==> config.mk <==
export PLATFORM = sky130hd
export DESIGN_NAME = axi_wr_sink
export DESIGN_NICKNAME = d
export VERILOG_FILES = /design/src/rtl/axi_wr_sink_pkg.sv /design/src/rtl/axi_wr_sink_fifo.sv /design/src/rtl/axi_wr_sink.sv
export SDC_FILE = /design/constraint.sdc
export NUM_CORES = 1
export LEC_CHECK = 0
export BUFFER_PORTS_ARGS = -buffer_cell sky130_fd_sc_hd__buf_2
export CAP_MARGIN = 10
export CORE_MARGIN = 4
export CORE_UTILIZATION = 52
export CTS_CLUSTER_SIZE = 12
export DETAILED_ROUTE_END_ITERATION = 10
export PLACE_DENSITY = 0.81
export SKIP_CTS_REPAIR_TIMING = 1
export SLEW_MARGIN = 20
export SYNTH_ARGS = -nofsm -noshare
export SYNTH_HDL_FRONTEND = slang
export SYNTH_SLANG_ARGS = --single-unit
==> constraint.sdc <==
create_clock -name clk -period 5.1 [get_ports clk]
set_input_delay 0.255 -clock clk [delete_from_list [all_inputs] [get_ports clk]]
set_output_delay 0.255 -clock clk [all_outputs]
set_load 0.1 [all_outputs]
==> src/rtl/axi_wr_sink_pkg.sv <==
// Shared types, constants and helpers for the AXI3 write-channel sink.
package axi_wr_sink_pkg;

    localparam logic [1:0] RESP_OKAY   = 2'b00;
    localparam logic [1:0] RESP_SLVERR = 2'b10;

    localparam logic [1:0] BURST_FIXED = 2'b00;
    localparam logic [1:0] BURST_INCR  = 2'b01;
    localparam logic [1:0] BURST_WRAP  = 2'b10;

    // Queue entries carry IDs at this width; the top's ID_W must not exceed it.
    localparam int ID_MAX_W = 16;

    typedef struct packed {
        logic [31:0]         addr;
        logic [ID_MAX_W-1:0] id;
        logic [3:0]          len;
        logic [2:0]          size;
        logic [1:0]          burst;
        logic                err;
    } aw_entry_t;

    typedef struct packed {
        logic [ID_MAX_W-1:0] id;
        logic [1:0]          resp;
    } b_entry_t;

    function automatic logic [7:0] byte_parity(input logic [63:0] d);
        logic [7:0] p;
        for (int i = 0; i < 8; i++) begin
            p[i] = ^d[8*i +: 8];
        end
        return p;
    endfunction

    function automatic logic [31:0] next_beat_addr(input logic [31:0] addr, input logic [3:0] len,
                                                   input logic [2:0] size, input logic [1:0] burst,
                                                   input logic [3:0] k);
        logic [31:0] step, lane, span, res;
        step = {28'd0, k} << size;
        lane = (32'd1 << size) - 32'd1;
        span = (({28'd0, len} + 32'd1) << size) - 32'd1;
        case (burst)
            BURST_FIXED: res = addr;
            BURST_WRAP:  res = (addr & ~span) | ((addr + step) & span);
            BURST_INCR:  res = (k == 4'd0) ? addr : (addr & ~lane) + step;
            default:     res = addr;
        endcase
        return res;
    endfunction

endpackage

==> src/rtl/axi_wr_sink_fifo.sv <==
// Synchronous FIFO with registered occupancy; pushes when full and pops when empty are dropped.
module sync_fifo #(
    parameter int WIDTH = 8,
    parameter int DEPTH = 4
) (
    input  logic                     clk,
    input  logic                     rstb,
    input  logic                     push_i,
    input  logic                     pop_i,
    input  logic [WIDTH-1:0]         data_i,
    output logic [WIDTH-1:0]         data_o,
    output logic                     full_o,
    output logic                     empty_o,
    output logic [$clog2(DEPTH):0]   count_o
);

    localparam int PW = $clog2(DEPTH);
    localparam logic [PW:0] FULL_CNT = DEPTH[PW:0];

    logic [WIDTH-1:0] mem_q [DEPTH];
    logic [PW-1:0]    wr_ptr_q, rd_ptr_q;
    logic [PW:0]      count_q;
    logic             do_push, do_pop;

    assign do_push = push_i && !full_o;
    assign do_pop  = pop_i && !empty_o;

    always_ff @(posedge clk) begin
        if (do_push) begin
            mem_q[wr_ptr_q] <= data_i;
        end
    end

    always_ff @(posedge clk) begin
        if (!rstb) begin
            wr_ptr_q <= '0;
            rd_ptr_q <= '0;
            count_q  <= '0;
        end else begin
            if (do_push) wr_ptr_q <= wr_ptr_q + 1'b1;
            if (do_pop)  rd_ptr_q <= rd_ptr_q + 1'b1;
            if (do_push && !do_pop) begin
                count_q <= count_q + 1'b1;
            end else if (do_pop && !do_push) begin
                count_q <= count_q - 1'b1;
            end
        end
    end

    assign data_o  = mem_q[rd_ptr_q];
    assign full_o  = (count_q == FULL_CNT);
    assign empty_o = (count_q == '0);
    assign count_o = count_q;

endmodule

==> src/rtl/axi_wr_sink.sv <==
// AXI3 write-channel sink: checks address parity, data byte-parity and burst legality,
// commits each beat and returns one B response per burst.
module axi_wr_sink #(
    parameter int ID_W     = 9,
    parameter int AW_DEPTH = 4,
    parameter int B_DEPTH  = 4
) (
    input  logic            clk,
    input  logic            rstb,
    input  logic [31:0]     awaddr,
    input  logic [3:0]      awaddr_parity,
    input  logic [1:0]      awburst,
    input  logic [ID_W-1:0] awid,
    input  logic [3:0]      awlen,
    input  logic [2:0]      awsize,
    input  logic            awvalid,
    output logic            awready,
    input  logic [63:0]     wdata,
    input  logic [7:0]      wdata_ecc,
    input  logic [ID_W-1:0] wid,
    input  logic [7:0]      wstrb,
    input  logic            wlast,
    input  logic            wvalid,
    output logic            wready,
    output logic [ID_W-1:0] bid,
    output logic [1:0]      bresp,
    output logic            bvalid,
    input  logic            bready,
    output logic            wr_en,
    output logic [31:0]     wr_addr,
    output logic [63:0]     wr_data,
    output logic [7:0]      wr_strb,
    output logic [15:0]     err_cnt
);
    import axi_wr_sink_pkg::*;

    localparam int AW_CW = $clog2(AW_DEPTH) + 1;
    localparam int B_CW  = $clog2(B_DEPTH) + 1;
    localparam logic [AW_CW-1:0] AW_FULL = AW_DEPTH[AW_CW-1:0];

    aw_entry_t        aw_in, aw_head;
    b_entry_t         b_in, b_head;
    logic             aw_push, aw_pop, aw_full, aw_empty;
    logic [AW_CW-1:0] aw_count, aw_count_nxt;
    logic             b_push, b_pop, b_full, b_empty;
    logic [B_CW-1:0]  b_count;

    logic             awready_q, awready_d;
    logic [3:0]       k_q, k_d;
    logic             berr_q, berr_d;
    logic [15:0]      err_cnt_q, err_cnt_d;
    logic             wr_en_q;
    logic [31:0]      wr_addr_q;
    logic [63:0]      wr_data_q;
    logic [7:0]       wr_strb_q;

    logic [7:0]       awpar, wpar;
    logic             w_fire, beat_err, last_by_len, burst_end, len_err;
    logic [1:0]       resp;
    logic             unused_bits;

    always_comb begin
        awpar        = byte_parity({32'd0, awaddr});
        aw_in        = '0;
        aw_in.addr   = awaddr;
        aw_in.id     = ID_MAX_W'(awid);
        aw_in.len    = awlen;
        aw_in.size   = awsize;
        aw_in.burst  = awburst;
        aw_in.err    = (awaddr_parity != awpar[3:0]) || (awburst == 2'b11) || (awsize > 3'd3)
                    || ((awburst == BURST_WRAP)
                        && (((awaddr & ((32'd1 << awsize) - 32'd1)) != 32'd0)
                            || !(awlen inside {4'd1, 4'd3, 4'd7, 4'd15})));
    end

    assign aw_push = awvalid && awready_q && !aw_full;

    sync_fifo #(.WIDTH($bits(aw_entry_t)), .DEPTH(AW_DEPTH)) u_aw_q (
        .clk(clk), .rstb(rstb), .push_i(aw_push), .pop_i(aw_pop), .data_i(aw_in),
        .data_o(aw_head), .full_o(aw_full), .empty_o(aw_empty), .count_o(aw_count)
    );

    assign wready = !aw_empty && !b_full;

    // A burst closes on whichever comes first: wlast or the beat count reaching len.
    always_comb begin
        wpar        = byte_parity(wdata);
        w_fire      = wvalid && wready;
        beat_err    = (ID_MAX_W'(wid) != aw_head.id) || (wdata_ecc != wpar);
        last_by_len = (k_q == aw_head.len);
        burst_end   = w_fire && (wlast || last_by_len);
        len_err     = (wlast != last_by_len);
        resp        = (aw_head.err || beat_err || berr_q || len_err) ? RESP_SLVERR : RESP_OKAY;

        k_d    = k_q;
        berr_d = berr_q;
        if (burst_end) begin
            k_d    = '0;
            berr_d = 1'b0;
        end else if (w_fire) begin
            k_d    = k_q + 4'd1;
            berr_d = berr_q || beat_err;
        end

        err_cnt_d = err_cnt_q;
        if (burst_end && (resp == RESP_SLVERR) && (err_cnt_q != 16'hFFFF)) begin
            err_cnt_d = err_cnt_q + 16'd1;
        end

        aw_count_nxt = aw_count + AW_CW'(aw_push) - AW_CW'(aw_pop);
        awready_d    = (aw_count_nxt != AW_FULL);
    end

    assign aw_pop    = burst_end;
    assign b_push    = burst_end;
    assign b_in.id   = aw_head.id;
    assign b_in.resp = resp;

    sync_fifo #(.WIDTH($bits(b_entry_t)), .DEPTH(B_DEPTH)) u_b_q (
        .clk(clk), .rstb(rstb), .push_i(b_push), .pop_i(b_pop), .data_i(b_in),
        .data_o(b_head), .full_o(b_full), .empty_o(b_empty), .count_o(b_count)
    );

    assign bvalid = !b_empty;
    assign b_pop  = bvalid && bready;
    assign bid    = bvalid ? b_head.id[ID_W-1:0] : '0;
    assign bresp  = bvalid ? b_head.resp : RESP_OKAY;

    always_ff @(posedge clk) begin
        if (!rstb) begin
            awready_q <= 1'b0;
            k_q       <= '0;
            berr_q    <= 1'b0;
            err_cnt_q <= '0;
            wr_en_q   <= 1'b0;
            wr_addr_q <= '0;
            wr_data_q <= '0;
            wr_strb_q <= '0;
        end else begin
            awready_q <= awready_d;
            k_q       <= k_d;
            berr_q    <= berr_d;
            err_cnt_q <= err_cnt_d;
            wr_en_q   <= w_fire && !aw_head.err && !beat_err;
            if (w_fire) begin
                wr_addr_q <= next_beat_addr(aw_head.addr, aw_head.len, aw_head.size,
                                            aw_head.burst, k_q);
                wr_data_q <= wdata;
                wr_strb_q <= wstrb;
            end
        end
    end

    assign awready = awready_q;
    assign wr_en   = wr_en_q;
    assign wr_addr = wr_addr_q;
    assign wr_data = wr_data_q;
    assign wr_strb = wr_strb_q;
    assign err_cnt = err_cnt_q;

    assign unused_bits = ^{b_count, b_head.id, awpar[7:4]};

endmodule

==> impl_metrics.toml, run 1 <==
[run_status]
status = "complete, but fails checks"
violations = "hold timing"

[hold_path]
hp-class = "input pin to register"

[synthesis]
syn_area_mm2 = 0.0197
yosysSeqAreaShare = 0.518
synth_seq_cells = 389
syn_area_per_cell_um2 = 11.1
ys_async_sr_fraction = 0
synthFlopType = "edfxtp_1"
synth_warnings = 0
syn_nets = 1973
synth_cells = 1772
synth_edf_count = 244
synth_cell_types = 85

[detailed_routing]
drt-total-wl_mm = 60.3
viasPerCell = 6.00
drt-initial-drc-count = 1536
routedWlPerCell_um = 22.3
drc = 0
route.vias.total = 16200
dr.pass1.iters = 6
antenna_left = 0

[finish]
n_fill_cell = 2766
nets = 2358
mostFrequentLayoutCells = "282 x buf_2, 244 x edfxtp_1, 237 x nand2_1"
layout_commonest_cell = "buf_2"
area_growth_pct = 22.6
drive_gt1_frac = 0.219

[worst_setup_path]
path_delay_family = "simple AND/OR/NAND/NOR gates"
path_buf_inv = 1
criticalPathCategory = "register to register"
end_kind = "register"
slowest_delay_ps = 530
crit_path_start_kind = "register"
cp_cell_sequence = "mux4_2 > nor2_1 > nand2_1 > buf_4 > nor2_1 > ha_1 > fa_1 > a21o_1 > a211oi_1 > o21a_1 > nor3_1 > o21ai_0 > or4_4 > or3_1 > or4_1 > a31oi_1"
cp_max_fo = 8
crit_top_cell = "nor2_1"
required_ps = 5590
arrival_ps = 5250
slowest_stage = "or4_4"

[global_route]
grt_pass1_wl_mm = 87.2
grt_overflow = 0
track_usage = 0.269
grt_pass1_vias = 15400
antenna_found_initial = 1
grt_max_degree = 111

[timing]
maxSlewViolCount = 0
tightest_slew_ps = 970
tns_ps = 0
fin_skew_ps = 23.1
min_period_ps = 4760
slew_headroom = 0.343
holdWs_ps = -5.93
hold_viol = 4
rsz0062_at_grt = "no"
final-setup-viol-count = 0
max_freq_ghz = 0.210
fin_crit_sh = 0.934

[clock_network]
insertion_delay_ps = 580
cts_buffers = 41
cts.sinks = 389
cts-htree-levels = 2
clock_path_buffers = 3
cts_root_buf = "clkbuf_16"
tritoncts = "built"
clkTransAtPathRegs_ps = 60

[power]
combPwrFrac = 0.493
seqPwrFrac = 0.298
pwr_density_cell_mw_per_mm2 = 572
power_leakage_nw = 9.07
switching_share = 0.472
peakVddDrop_mv = 0.350
p_sw_mw = 6.54
power.internal_mw = 7.31
clock_power_share = 0.209

[placed_design]
port_buffers = 282
place_congestion = 1.03
hpwl_mm = 40.7

[die]
rows = 71
initial_utilization = 0.525
die_height_um = 203
io_pins = 284
core_mm2 = 0.0376
die_w_um = 203
die_area_mm2 = 0.0411

[run]
maxCapViolCount = 0
## synthesized netlist by cell type (6+ instances only)
| library cell | n | area, µm² |
|---|---|---|
| o211ai_1 | 14 | 105 |
| nor2_1 | 104 | 390 |
| dfxtp_1 | 145 | 2900 |
| buf_1 | 10 | 37.5 |
| edfxtp_1 | 244 | 7330 |
| mux4_2 | 63 | 1420 |
| nand2_1 | 238 | 893 |
| o31a_1 | 6 | 52.6 |
| a21oi_1 | 141 | 706 |
| mux2_2 | 12 | 135 |
| nand4_1 | 15 | 93.8 |
| xor2_1 | 28 | 245 |
| a22o_1 | 6 | 52.6 |
| nand2b_1 | 14 | 87.6 |
| buf_2 | 11 | 55.1 |
| xnor2_1 | 110 | 963 |
| clkbuf_1 | 75 | 282 |
| a31oi_1 | 18 | 113 |
| nand3_1 | 33 | 165 |
| inv_1 | 44 | 165 |
| xnor3_1 | 8 | 180 |
| and2_1 | 26 | 163 |
| a22oi_1 | 9 | 67.6 |
| or3_1 | 15 | 93.8 |
| a21o_1 | 15 | 113 |
| nor4_1 | 22 | 138 |
| o21a_1 | 6 | 45.0 |
| o21ai_0 | 72 | 360 |
| mux2i_1 | 23 | 230 |
| ha_1 | 47 | 588 |
| nor3_1 | 37 | 185 |
| and3_1 | 13 | 81.3 |
| a211oi_1 | 8 | 60.1 |
| nor2b_1 | 12 | 75.1 |
| a221oi_1 | 17 | 149 |
## worst register-to-register path: cells and delay by family (launching register included)
kind,cells,cell delay (ps)
buffers and inverters,1,160
flip-flops,1,390
multiplexers,1,520
adder cells (fa/ha/maj),2,430
AND/OR/NAND/NOR,7,2430
AO/OA/AOI/OAI,5,780
## state kept, by name, indices dropped and copies added (netlist names), 2 cells and up, named ones only
name / count
k_q: 4
u_b_q.count_o: 3
wr_strb: 8
u_b_q.wr_ptr_q: 2
u_b_q.mem_q: 40
wr_data: 64
u_aw_q.rd_ptr_q: 2
err_cnt: 16
u_aw_q.mem_q: 204
u_aw_q.wr_ptr_q: 2
wr_addr: 32
u_aw_q.count_o: 3
u_b_q.rd_ptr_q: 2
## metrics by stage
| step | total power, mW | cells | area (µm²) | utilization | setup slack (ps) |
|---|---|---|---|---|---|
| finish | 13.8 | 2701 | 24200 | 0.644 | 336 |
| detailed placement | 10.8 | 2509 | 21700 | 0.578 | 250 |
| floorplan | 9.23 | 1772 | 19700 | - | 71.8 |
| global route | 14.4 | 2699 | 24200 | 0.643 | 2.31 |
| CTS | 13.7 | 2583 | 23000 | 0.612 | 168 |
| global placement | 10.7 | 2509 | 21700 | 0.578 | 338 |
## logic make-up after synthesis
family / count (synthesis) / share of synthesized area
XOR/XNOR: 147 / 0.0712
adder cells (fa/ha/maj): 52 / 0.0349
AO/OA/AOI/OAI: 376 / 0.121
multiplexers: 100 / 0.0915
flip-flops: 389 / 0.518
other: 1 / 0.000190
buffers and inverters: 147 / 0.0302
AND/OR/NAND/NOR: 560 / 0.132
## worst paths after layout
path / startpoint / endpoint / slack, ps / depth (start not counted)
worst max-delay path: register / wr_addr[20] / 340 / 16
worst min-delay path: awaddr[6] / u_aw_q.mem_q[2][25] / -6 / 1
worst max register to register: register / wr_addr[20] / 340 / 16
worst min register to register: wr_data[24] / wr_data[24] / 450 / 2
## cell type report
type                    count  area, µm²  area share
well taps                 511        639      0.0264
flip-flops and latches    389      10200       0.423
inverters                  46        174     0.00719
multi-input cells        1236       8930       0.369
clock inverters             8        101     0.00419
clock buffers              66       1180      0.0490
diodes                      2       5.00    0.000207
repair buffers            443       2910       0.120
## routing by layer
layer	global-route usage	vias to the layer above	wire (µm)
li1	-	7335	-
met1	0.337	7900	23000
met2	0.464	804	29700
met3	0.0516	176	4830
met4	0.106	0	2740
met5	0	-	0
## power by group through the flow
stage	clock network [mW]	registers, mW	logic (mW)
floorplan	0	5.72	3.52
global placement	0	4.15	6.53
detailed placement	0	4.18	6.63
CTS	2.93	4.12	6.67
global route	3.06	4.17	7.22
finish	2.89	4.12	6.83
Power figures use the tool's default switching activity.
==> run 2, diff against run 1 <==
==> constraint.sdc (replaced) <==
create_clock -name clk -period 5.1 [get_ports clk]
set_input_delay 0.51 -clock clk [delete_from_list [all_inputs] [get_ports clk]]
set_output_delay 0.51 -clock clk [all_outputs]
set_load 0.1 [all_outputs]
==> run 2 against run 1 <==
  * The run now ends clean
  * Cell area decreased by 4.6%
  * Worst hold slack gained 160 ps
  * Global-route usage barely moved
  * Critical endpoint is now wr_addr[19]
  * Largest power group unchanged
==> impl_metrics.toml, run 2 (synthesized netlist as in run 1, its figures left out) <==
[die]
die_w_um = 203
rows = 71
die_area_mm2 = 0.0411
die_height_um = 203
io_pins = 284
core_mm2 = 0.0376
initial_utilization = 0.525

[power]
power_mw = 13.8
seqPwrFrac = 0.298
power_leakage_nw = 8.61
combPwrFrac = 0.485
power.internal_mw = 7.34
clock_power_share = 0.217
p_sw_mw = 6.47
switching_share = 0.469
peakVddDrop_mv = 0.482
pwr_density_cell_mw_per_mm2 = 598

[clock_network]
clock_path_buffers = 3
cts_buffers = 42
cts.sinks = 389
tritoncts = "built"
cts-htree-levels = 2
cts_root_buf = "clkbuf_16"
clkTransAtPathRegs_ps = 60
insertion_delay_ps = 580

[timing]
maxSlewViolCount = 0
tightest_slew_ps = 984
rsz0062_at_grt = "no"
min_period_ps = 4880
holdWs_ps = 150
fin_skew_ps = 34.8
final-setup-viol-count = 0
setup_slack_ps = 219
slew_headroom = 0.334
hold_viol = 0
fin_crit_sh = 0.957
tns_ps = 0
max_freq_ghz = 0.205

[global_route]
antenna_found_initial = 3
grt_pass1_vias = 15500
grt_overflow = 0
grt_max_degree = 111
track_usage = 0.269
grt_pass1_wl_mm = 87.3

[finish]
n_fill_cell = 2924
drive_gt1_frac = 0.234
area_growth_pct = 17.0
multi_input_area_mm2 = 0.00893
largest_reg_flops = 204
layout_commonest_cell = "buf_2"
final_area_mm2 = 0.0231
nets = 2243
final_cells = 2584
seq_area_mm2 = 0.0102
fin_util = 0.614
mostFrequentLayoutCells = "282 x buf_2, 244 x edfxtp_1, 237 x nand2_1"
top_register = "u_aw_q.mem_q"

[hold_path]
hold_path_depth = 1
hp-class = "input pin to register"
hold_path_startpoint = "awid[7]"
holdPathEnd = "u_aw_q.mem_q[0][17]"

[placed_design]
dpl_worst_slack_ps = 205
port_buffers = 282
place_congestion = 1.02
dp_cells = 2509
hpwl_mm = 40.8
place_area_mm2 = 0.0217

[worst_setup_path]
r2r-end = "wr_addr[19]"
cp_max_fo = 7
r2r_slack_ps = 220
crit_path_start_kind = "register"
r2r_cells = 15
required_ps = 5530
arrival_ps = 5310
end_kind = "register"
criticalPathCategory = "register to register"

[detailed_routing]
route.vias.total = 15700
drt-initial-drc-count = 1553
routedWlPerCell_um = 22.0
antenna_left = 0
drt-total-wl_mm = 56.8
drc = 0
dr.pass1.iters = 6
viasPerCell = 6.07

[run_status]
status = "completed"

[run]
maxCapViolCount = 0
-- run 2: area by class of cell --
| cell class | instances | share of cell area |
|---|---|---|
| well taps | 511 | 0.0277 |
| diodes | 2 | 0.000217 |
| clock inverters | 13 | 0.00818 |
| multi-input cells | 1236 | 0.387 |
| clock buffers | 60 | 0.0502 |
| inverters | 46 | 0.00753 |
| flip-flops and latches | 389 | 0.443 |
| repair buffers | 327 | 0.0759 |
-- run 2: per-layer routing --
layer | global-route usage | vias up | share of wire | routed length [µm]
met5 | 0 | - | 0.00018 | 10
met4 | 0.117 | 2 | 0.043 | 2420
met3 | 0.0482 | 163 | 0.082 | 4680
met2 | 0.461 | 829 | 0.49 | 27600
met1 | 0.337 | 7580 | 0.39 | 22000
li1 | - | 7098 | - | -
-- run 2: worst max path at each step --
stage	cells after the start	to	from	slack (ps)
after floorplan	18	wr_addr[20]	register	70
after global placement	15	wr_addr[29]	register	340
after detailed placement	15	wr_addr[19]	register	210
after CTS	15	wr_addr[19]	register	200
after global routing	15	wr_addr[19]	register	90
final	15	wr_addr[19]	register	220
-- run 2: power by group through the flow --
stage	sequential, mW	combinational [mW]	clock (mW)
after floorplan	5.72	3.52	0
after global placement	4.15	6.53	0
after detailed placement	4.18	6.63	0
after CTS	4.12	6.66	3.04
after global routing	4.16	7.10	3.18
final	4.12	6.70	2.99
-- run 2: worst max-delay path, cell delays in order (launching register included) --
cell and delay [ps]:
dfxtp_4 400, mux4_2 530, nor2_1 340, nand2_1 130, ha_1 210, or3_1 370, and3_1 180, ha_1 310
a21o_1 210, a2111oi_1 740, or3_1 250, and2_1 330, nor4_1 100, mux2_2 280, a221oi_1 240, a31oi_1 120
